File: src/rtl/mult_seq_signed16x2_acc_pkg.sv
// Shared definitions for the radix-4 sequential signed multiplier.
// This covers the default width, the controller state encoding,
// the iteration count and the digit-select flag.
package mult_pkg;

   localparam int W_DEFAULT = 16;

   typedef enum logic [1:0] {
      IDLE = 2'd0,
      RUN  = 2'd1,
      DONE = 2'd2
   } mult_state_t;

   // Selects the negative-weight form of the most significant digit
   localparam logic LAST_DIGIT = 1'b1;

   // One 2-bit digit of B is consumed per cycle
   function automatic int iter_count(input int w);
      return w / 2;
   endfunction

endpackage

File: src/rtl/mult_seq_signed16x2_acc_pp_layer.sv
// Combinational partial-product layer: a times one 2-bit digit of B.
// For ordinary digits, the digit is the unsigned value 2*b_hi + b_lo.
// For the top digit, b_hi carries negative weight, so the digit is
// b_lo - 2*b_hi. The result is exact in W+2 signed bits.
module pp_layer_signed16x2_beh #(
   parameter int W = 16
) (
   input  logic signed [W-1:0] i_a,
   input  logic                i_b_lo,
   input  logic                i_b_hi,
   input  logic                i_last,
   output logic signed [W+1:0] o_pp
);

   logic signed [2:0]   w_digit;
   logic signed [W+1:0] w_a_ext;
   logic signed [W+1:0] w_digit_ext;

   // The digit is a 3-bit signed value in the range -2..3.
   // The top digit {b_hi,b_hi,b_lo} encodes 0, 1, -2 or -1.
   always_comb begin
      w_digit     = i_last ? {i_b_hi, i_b_hi, i_b_lo} : {1'b0, i_b_hi, i_b_lo};
      w_a_ext     = {{2{i_a[W-1]}}, i_a};
      w_digit_ext = {{(W-1){w_digit[2]}}, w_digit};
      o_pp        = w_a_ext * w_digit_ext;
   end

endmodule

File: src/rtl/mult_seq_signed16x2_acc.sv
// Sequential signed W x W multiplier that consumes B two bits per cycle, LSB-first.
// Each layer product is added into the top of a shift-right accumulator,
// so after W/2 steps the low PW bits hold the exact product.
module mult_seq_signed16x2_acc
   import mult_pkg::*;
#(
   parameter int W  = W_DEFAULT,
   parameter int PW = 2 * W
) (
   input  logic                clk,
   input  logic                rst,
   input  logic                in_valid,
   output logic                in_ready,
   input  logic signed [W-1:0] in_a,
   input  logic signed [W-1:0] in_b,
   output logic                out_valid,
   input  logic                out_ready,
   output logic [PW-1:0]       out_p,
   output logic                busy
);

   localparam int ITER = iter_count(W);
   localparam int CW   = (ITER > 1) ? $clog2(ITER) : 1;
   localparam logic [CW-1:0] LAST_CNT = CW'(ITER - 1);

   mult_state_t          r_state;
   logic signed [W-1:0]  r_a;
   logic [W-1:0]         r_b_sh;
   logic signed [PW+1:0] r_acc;
   logic [CW-1:0]        r_cnt;
   logic [PW-1:0]        r_p;
   logic                 r_in_ready;
   logic                 r_out_valid;
   logic                 r_busy;

   logic                 w_last;
   logic signed [W+1:0]  w_pp;
   logic signed [PW+1:0] w_acc_sum;
   logic signed [PW+1:0] w_acc_sh;

   pp_layer_signed16x2_beh #(.W(W)) u_pp_layer (
      .i_a    (r_a),
      .i_b_lo (r_b_sh[0]),
      .i_b_hi (r_b_sh[1]),
      .i_last (w_last),
      .o_pp   (w_pp)
   );

   // The layer product enters at the top of the accumulator.
   // The two guard bits absorb any growth, and the result then drops one digit position.
   always_comb begin
      w_last    = (r_cnt == LAST_CNT) ? LAST_DIGIT : ~LAST_DIGIT;
      w_acc_sum = r_acc + $signed({w_pp, {W{1'b0}}});
      w_acc_sh  = w_acc_sum >>> 2;
   end

   // Controller with datapath registers; the handshake outputs are registered with the state
   always_ff @(posedge clk or posedge rst) begin
      if (rst) begin
         r_state     <= IDLE;
         r_a         <= '0;
         r_b_sh      <= '0;
         r_acc       <= '0;
         r_cnt       <= '0;
         r_p         <= '0;
         r_in_ready  <= 1'b1;
         r_out_valid <= 1'b0;
         r_busy      <= 1'b0;
      end else begin
         case (r_state)
            IDLE: begin
               if (in_valid) begin
                  r_a        <= in_a;
                  r_b_sh     <= in_b;
                  r_acc      <= '0;
                  r_cnt      <= '0;
                  r_state    <= RUN;
                  r_in_ready <= 1'b0;
                  r_busy     <= 1'b1;
               end
            end
            RUN: begin
               r_acc  <= w_acc_sh;
               r_b_sh <= r_b_sh >> 2;
               r_cnt  <= r_cnt + CW'(1);
               if (r_cnt == LAST_CNT) begin
                  r_state     <= DONE;
                  r_p         <= w_acc_sh[PW-1:0];
                  r_out_valid <= 1'b1;
               end
            end
            DONE: begin
               if (out_ready) begin
                  r_state     <= IDLE;
                  r_out_valid <= 1'b0;
                  r_busy      <= 1'b0;
                  r_in_ready  <= 1'b1;
               end
            end
            default: begin
               r_state     <= IDLE;
               r_in_ready  <= 1'b1;
               r_out_valid <= 1'b0;
               r_busy      <= 1'b0;
            end
         endcase
      end
   end

   assign in_ready  = r_in_ready;
   assign out_valid = r_out_valid;
   assign busy      = r_busy;
   assign out_p     = r_p;

endmodule
File: config.mk
export PLATFORM = sky130hd
export DESIGN_NAME = mult_seq_signed16x2_acc
export DESIGN_NICKNAME = d
export VERILOG_FILES = /design/src/rtl/mult_seq_signed16x2_acc_pkg.sv /design/src/rtl/mult_seq_signed16x2_acc_pp_layer.sv /design/src/rtl/mult_seq_signed16x2_acc.sv
export SDC_FILE = /design/constraint.sdc
export NUM_CORES = 1
export LEC_CHECK = 0
export CORE_UTILIZATION = 40
export DETAILED_ROUTE_END_ITERATION = 10
export PLACE_DENSITY = 0.61
export SLEW_MARGIN = 20
export SYNTH_ARGS = -nofsm -noshare
export SYNTH_HDL_FRONTEND = slang
export SYNTH_SLANG_ARGS = --single-unit
File: constraint.sdc
create_clock -name clk -period 6.3 [get_ports clk]
set_clock_uncertainty 0.05 [all_clocks]
set_input_delay 0.945 -clock clk [delete_from_list [all_inputs] [get_ports clk]]
set_output_delay 0.945 -clock clk [all_outputs]
set_load 0.05 [all_outputs]
==> summary.md, run 1 <==
| Metric | Value |
|---|---|
| Status | `finished, final reports clean` |
| Mapped Area | `6360 um2` |
| Synth area leaders | `dfrtp_1 (40%), nand2_1 (12%), ha_1 (9.4%), fa_1 (5.7%), o21ai_0 (4.4%)` |
| Critical path type | `register to register` |
| CTS Root Buffer Type | `clkbuf_16` |
| Maximum capacitance violations | `0` |
| Clock Tree Buf Depth | `2` |
| Yosys top cell by area | `dfrtp_1` |
| Syn Inst Count | `731` |
| RSZ-0062 raised after global routing | `no` |
| Highest Clock Rate | `176 MHz` |
| CP Launch Type | `register` |
| DR WL/cell | `13.8 um` |
| Hold Path Class | `register to register` |
| Top_reg_cell synth | `dfrtp_1` |
| Min-delay src | `out_p[20]$_DFFE_PP0P_` |
| Vias per Instance | `5.07` |
| Synth Register Bits | `102` |
| Clk_lat worst skew | `0.36 ns` |
| Worst slew pin tran | `0.720 ns` |
| Place WS | `0.689 ns` |
| Depth of the CTS H-tree | `3` |
| TritonCTS clock tree | `built` |
| Synth cell count leaders | `nand2_1 (195), dfrtp_1 (101), o21ai_0 (56)` |
| DRT Pass-1 Iters | `4` |
| Initial antenna violation count | `0` |
| P&R area growth vs syn | `18.9%` |
| Count leader, synth | `nand2_1` |
| CTS Buf Count | `9` |
| Arrival time at the worst endpoint | `5.84 ns` |
| Largest net degree at the start of global routing | `81` |
| Die span in x | `128 um` |
| CP Capture Type | `register` |
| PortBufs | `70` |
| Crit path required time | `6.46 ns` |
| Routed vias | `5,084` |
| Asr flop ratio synth | `100%` |
| Post-CTS Setup Bufs | `0` |
| Total wire length | `13,800 um` |
| Die Y | `128 um` |
| I/O pin count | `71` |
| Fin Setup TNS | `0 ns` |
| Clock slew at reported path FFs | `0.07 ns` |
| Worst setup margin | `0.619 ns` |
| Post-DP HPWL | `9910 um` |
| Num Clock Sinks | `102` |
| Core area | `15,400 um2` |
| GPL Wtd Cong | `0.901` |
| Avg Cell Area, Syn | `8.70 um2` |
| Unique cell type count in the Yosys netlist | `51` |
| Die footprint | `16,400 um2` |
| Number of gates resized after cts | `0` |
| Row count | `45` |
| Initial core utilization | `41.4%` |
| Launch point of the critical path | `r_cnt[0]$_DFFE_PP0P_` |
| Routed Antenna Nets | `0` |
| Vias in the first global route | `5,021` |
| Final period utilization | `90.2%` |
| Rel. slew slack | `52.0%` |
| Endpoints failing hold | `0` |
| Number of setup violations in the final report | `0` |
| Sequential fraction of the synthesis area | `40.2%` |
| Critical R2R Launch | `r_cnt[0]$_DFFE_PP0P_` |
| Total grt overflow | `0` |
| Post-synth EDFFs | `0` |
| Synth Warn # | `0` |
| DR iter-0 viols | `247` |
| Min Tclk post-route | `5.68 ns` |
| Post-CTS Hold Buffers | `0` |
| Crit path max fanout | `16` |
| Tot GR Track Use | `18.2%` |
| # DRC | `0` |
| Net Count, Synth | `833` |
| ANT cells | `0` |
| Hold_ws | `0.427 ns` |
| Fin. max-slew vios | `0` |
| Global-route wire length before repair | `23,700 um` |
| Synth top area share | `39.8%` |
| Nets | `888` |
| Share of layout cells above drive strength 1 | `4.93%` |
metrics by stage:
stage / area (um2) / instances / utilization (%)
after floorplan: 6360 / 731 / -
after global placement: 7250 / 985 / 47.2
after detailed placement: 7250 / 985 / 47.2
after CTS: 7540 / 1001 / 49.1
after global routing: 7560 / 1002 / 49.2
final: 7560 / 1002 / 49.2
final timing paths:
check                                         to  slack, ns  cells after the start
max in group asynchronous     r_a[2]$_DFFE_PP0P_       4.08                      3
max reg2reg                r_acc[32]$_DFFE_PP0P_       0.62                     24
max                        r_acc[32]$_DFFE_PP0P_       0.62                     24
min reg2reg                out_p[20]$_DFFE_PP0P_       0.43                      2
min in group asynchronous  out_p[21]$_DFFE_PP0P_       0.99                      2
min                        out_p[20]$_DFFE_PP0P_       0.43                      2
logic make-up (layout without fill, tap and decap cells):
kind of cell / Yosys count / in the layout / share of synthesized area, %
AND/OR/NAND/NOR: 335 / 335 / 23.0
buffers and inverters: 58 / 118 / 3.43
AO/OA/AOI/OAI: 141 / 141 / 14.2
adder cells (fa/ha/maj): 66 / 66 / 15.1
XOR/XNOR: 26 / 26 / 3.58
flip-flops: 102 / 102 / 40.2
multiplexers: 3 / 3 / 0.472
cell usage in the layout, fill, tap and decap left out, types with 3 or more instances in the layout:
cell	instances
nor2b_1	8
o31ai_1	6
xor2_1	9
a21oi_1	22
o21ai_0	56
nor4_1	3
and2_1	28
a211oi_1	4
or2_2	3
nand2_1	195
inv_1	24
buf_4	6
nor3_1	7
o21a_1	6
xnor2_1	17
a21o_1	8
dfrtp_1	101
a31oi_1	15
nand2b_1	6
clkbuf_16	9
fa_1	18
nand3_1	19
nand4_1	3
ha_1	48
mux2i_1	3
clkdlybuf4s50_1	70
nor2_1	52
layer usage:
metal / GRT usage, % / part of all wire (%)
met4: 6.44 / 1.8
met1: 23.6 / 48
met2: 30.4 / 48
met3: 3.26 / 2.5
met5: 0 / 0
state kept, by name (all words and copies together) (netlist names):
name,flops
out_p,32
r_acc,30
r_a,16
r_b_sh,16
r_cnt,3
r_state,2
busy,1
in_ready,1
out_valid,1
layout make-up:
cell class | count | area (um2)
clock inverter | 7 | 60.1
sequential | 102 | 2550
multi-input combinational | 571 | 3590
tap | 211 | 264
timing repair buffer | 77 | 766
clock buffer | 9 | 225
fill | 1460 | 7810
inverter | 25 | 96.3
critical path, cell delays in order (launching register included):
cell	delay (ns)
dfrtp_1	0.38
ha_1	0.16
ha_1	0.25
nand2_1	0.34
or2_2	0.44
fa_1	0.51
fa_1	0.44
inv_1	0.06
ha_1	0.16
inv_1	0.06
fa_1	0.39
nor2b_1	0.15
o31a_1	0.18
a21boi_0	0.14
nand2_1	0.10
a21oi_1	0.09
o21ai_0	0.23
xor2_1	0.17
ha_1	0.31
nand4_1	0.18
nand2b_1	0.14
o31ai_1	0.09
nor4_2	0.23
xnor2_1	0.19
o21ai_0	0.10
Power of run 1 is left out: the tool's default activity adds up to more than one toggle a clock period on the data nets, which glitch-free logic cannot reach.
==> inputs of run 2 (changes only) <==
--- a/config.mk
+++ b/config.mk
@@ -5,6 +5,7 @@
 export SDC_FILE = /design/constraint.sdc
 export NUM_CORES = 1
 export LEC_CHECK = 0
+export CORE_ASPECT_RATIO = 0.5
 export CORE_UTILIZATION = 40
 export DETAILED_ROUTE_END_ITERATION = 10
 export PLACE_DENSITY = 0.61
==> summary.md, run 2 (synthesis results as in run 1) <==
| Metric | Value |
|---|---|
| Most frequent cells in the layout | `nand2_1 (195), dfrtp_1 (101), clkdlybuf4s50_1 (70)` |
| Routed Antenna Nets | `0` |
| Number of gates resized after cts | `0` |
| # DRC | `0` |
| Fin Setup TNS | `0 ns` |
| Maximum capacitance violations | `0` |
| Post-CTS Hold Buffers | `0` |
| Global-route wire length before repair | `24,000 um` |
| R2r worst-path depth | `22` |
| Initial core utilization | `41.1%` |
| CP Capture Type | `register` |
| Nets | `886` |
| PortBufs | `70` |
| Die span in x | `180 um` |
| Worst slew pin tran | `1.03 ns` |
| Clk_lat worst skew | `0.35 ns` |
| TritonCTS clock tree | `built` |
| CP Launch Type | `register` |
| Launch point of the critical path | `r_b_sh[1]$_DFFE_PP0P_` |
| CTS Root Buffer Type | `clkbuf_16` |
| GPL Wtd Cong | `0.851` |
| Clock slew at reported path FFs | `0.08 ns` |
| Num Clock Sinks | `102` |
| Crit path cell chain | `nand2_1 > or2_2 > fa_1 > fa_1 > inv_1 > ha_1 > inv_1 > fa_1 > nor2b_1 > o31a_1 > a21boi_0 > nand2_1 > a21oi_1 > o21ai_0 > xor2_1 > ha_1 > nand4_1 > nand2b_1 > o31ai_1 > nor4_2 > xnor2_1 > o21ai_0` |
| R2R Setup Slk | `0.64 ns` |
| Commonest non-fill, non-tap cell in the layout | `nand2_1` |
| RSZ-0062 raised after global routing | `no` |
| Endpoints failing hold | `0` |
| Highest Clock Rate | `177 MHz` |
| Critical path endpoint | `r_acc[32]$_DFFE_PP0P_` |
| Reg2Reg Capture Point | `r_acc[32]$_DFFE_PP0P_` |
| Core area | `15,500 um2` |
| Die footprint | `16,400 um2` |
| Post-DP HPWL | `9990 um` |
| Final period utilization | `89.9%` |
| Hold Path Class | `register to register` |
| I/O pin count | `71` |
| Share of layout cells above drive strength 1 | `4.82%` |
| Fin. max-slew vios | `0` |
| Crit path max fanout | `20` |
| Critical path depth | `22` |
| Placed Instances | `977` |
| Vias per Instance | `5.14` |
| Initial antenna violation count | `1` |
| Largest net degree at the start of global routing | `81` |
| Critical R2R Launch | `r_b_sh[1]$_DFFE_PP0P_` |
| Crit path required time | `6.45 ns` |
| DR iter-0 viols | `360` |
| DRT Pass-1 Iters | `5` |
| Depth of the CTS H-tree | `3` |
| Max FFs per register | `32` |
| Total grt overflow | `0` |
| DR WL/cell | `14.0 um` |
| CP max-delay cell | `dfrtp_1` |
| Post-CTS Setup Bufs | `0` |
| Routed vias | `5,101` |
| Arrival time at the worst endpoint | `5.81 ns` |
| CTS Buf Count | `9` |
| Post-route insts no fill | `993` |
| Critical path type | `register to register` |
| Critical path buffer and inverter count | `2` |
| Row count | `32` |
| Clock Tree Buf Depth | `2` |
| Total wire length | `13,900 um` |
| Die Y | `91.1 um` |
| Vias in the first global route | `4,942` |
| Tot GR Track Use | `17.9%` |
| Cell family with most CP delay | `adder cells` |
| Number of setup violations in the final report | `0` |
| Min Tclk post-route | `5.66 ns` |
| Most frequent CP cell | `fa_1` |
| ANT cells | `0` |
| Status | `finished, final reports clean` |
| Rel. slew slack | `31.3%` |
| Max incr delay on CP | `0.69 ns` |
| P&R area growth vs syn | `19.0%` |
==> run 2: cell types whose count changed in the layout (fill, tap and decap cells not counted), sizes merged <==
cell / previous run / this run
bufinv: 0 / 1
clkinv: 5 / 2
inv: 26 / 28
buf: 7 / 5
==> run 2: how the worst min path moves through the flow <==
stage	endpoint	slack [ns]	start	cells after the start
final	out_p[13]$_DFFE_PP0P_	0.43	out_p[13]$_DFFE_PP0P_	2
after detailed placement	out_p[0]$_DFFE_PP0P_	0.41	out_p[0]$_DFFE_PP0P_	2
after global routing	out_p[15]$_DFFE_PP0P_	0.46	out_p[15]$_DFFE_PP0P_	2
after global placement	out_p[0]$_DFFE_PP0P_	0.41	out_p[0]$_DFFE_PP0P_	2
after floorplan	out_p[0]$_DFFE_PP0P_	0.39	r_acc[2]$_DFFE_PP0P_	2
after CTS	out_p[13]$_DFFE_PP0P_	0.43	out_p[13]$_DFFE_PP0P_	2
==> run 2: routing by layer <==
metal | wire length [um] | global-route usage (%)
met2 | 6140 | 26.9
met3 | 481 | 3.73
met4 | 111 | 4.42
met1 | 7210 | 26.0
met5 | 0 | 0
==> run 2: per-stage QoR <==
stage	setup slack, ns	util, %	cell area, um2	hold slack, ns
6_report	0.638	48.9	7560	0.427
2_1_floorplan	1.26	-	6360	0.389
4_1_cts	0.664	48.9	7560	0.432
3_3_place_gp	0.882	46.9	7240	0.408
5_1_grt	0.135	48.9	7560	0.464
3_5_place_dp	0.706	46.9	7240	0.411
==> run 2: final cells by class <==
class	count	area [um2]
fillers	1475	7890
multi-input cells	571	3600
flip-flops and latches	102	2550
repair buffers	75	738
well taps	204	255
clock buffers	9	225
clock inverters	7	98.8
inverters	25	96.3
==> run 2: worst reg2reg max path: cells and delay by family, from the launching register on <==
family / cells / cell delay, ns
xor gates and xnor gates: 2 / 0.34
AOI/OAI and AO/OA: 6 / 0.84
and+or+nand+nor: 7 / 1.67
buffers and inverters: 2 / 0.12
adders and majority gates: 5 / 1.80
DFF: 1 / 0.69
Power of run 2 is left out for the same reason.
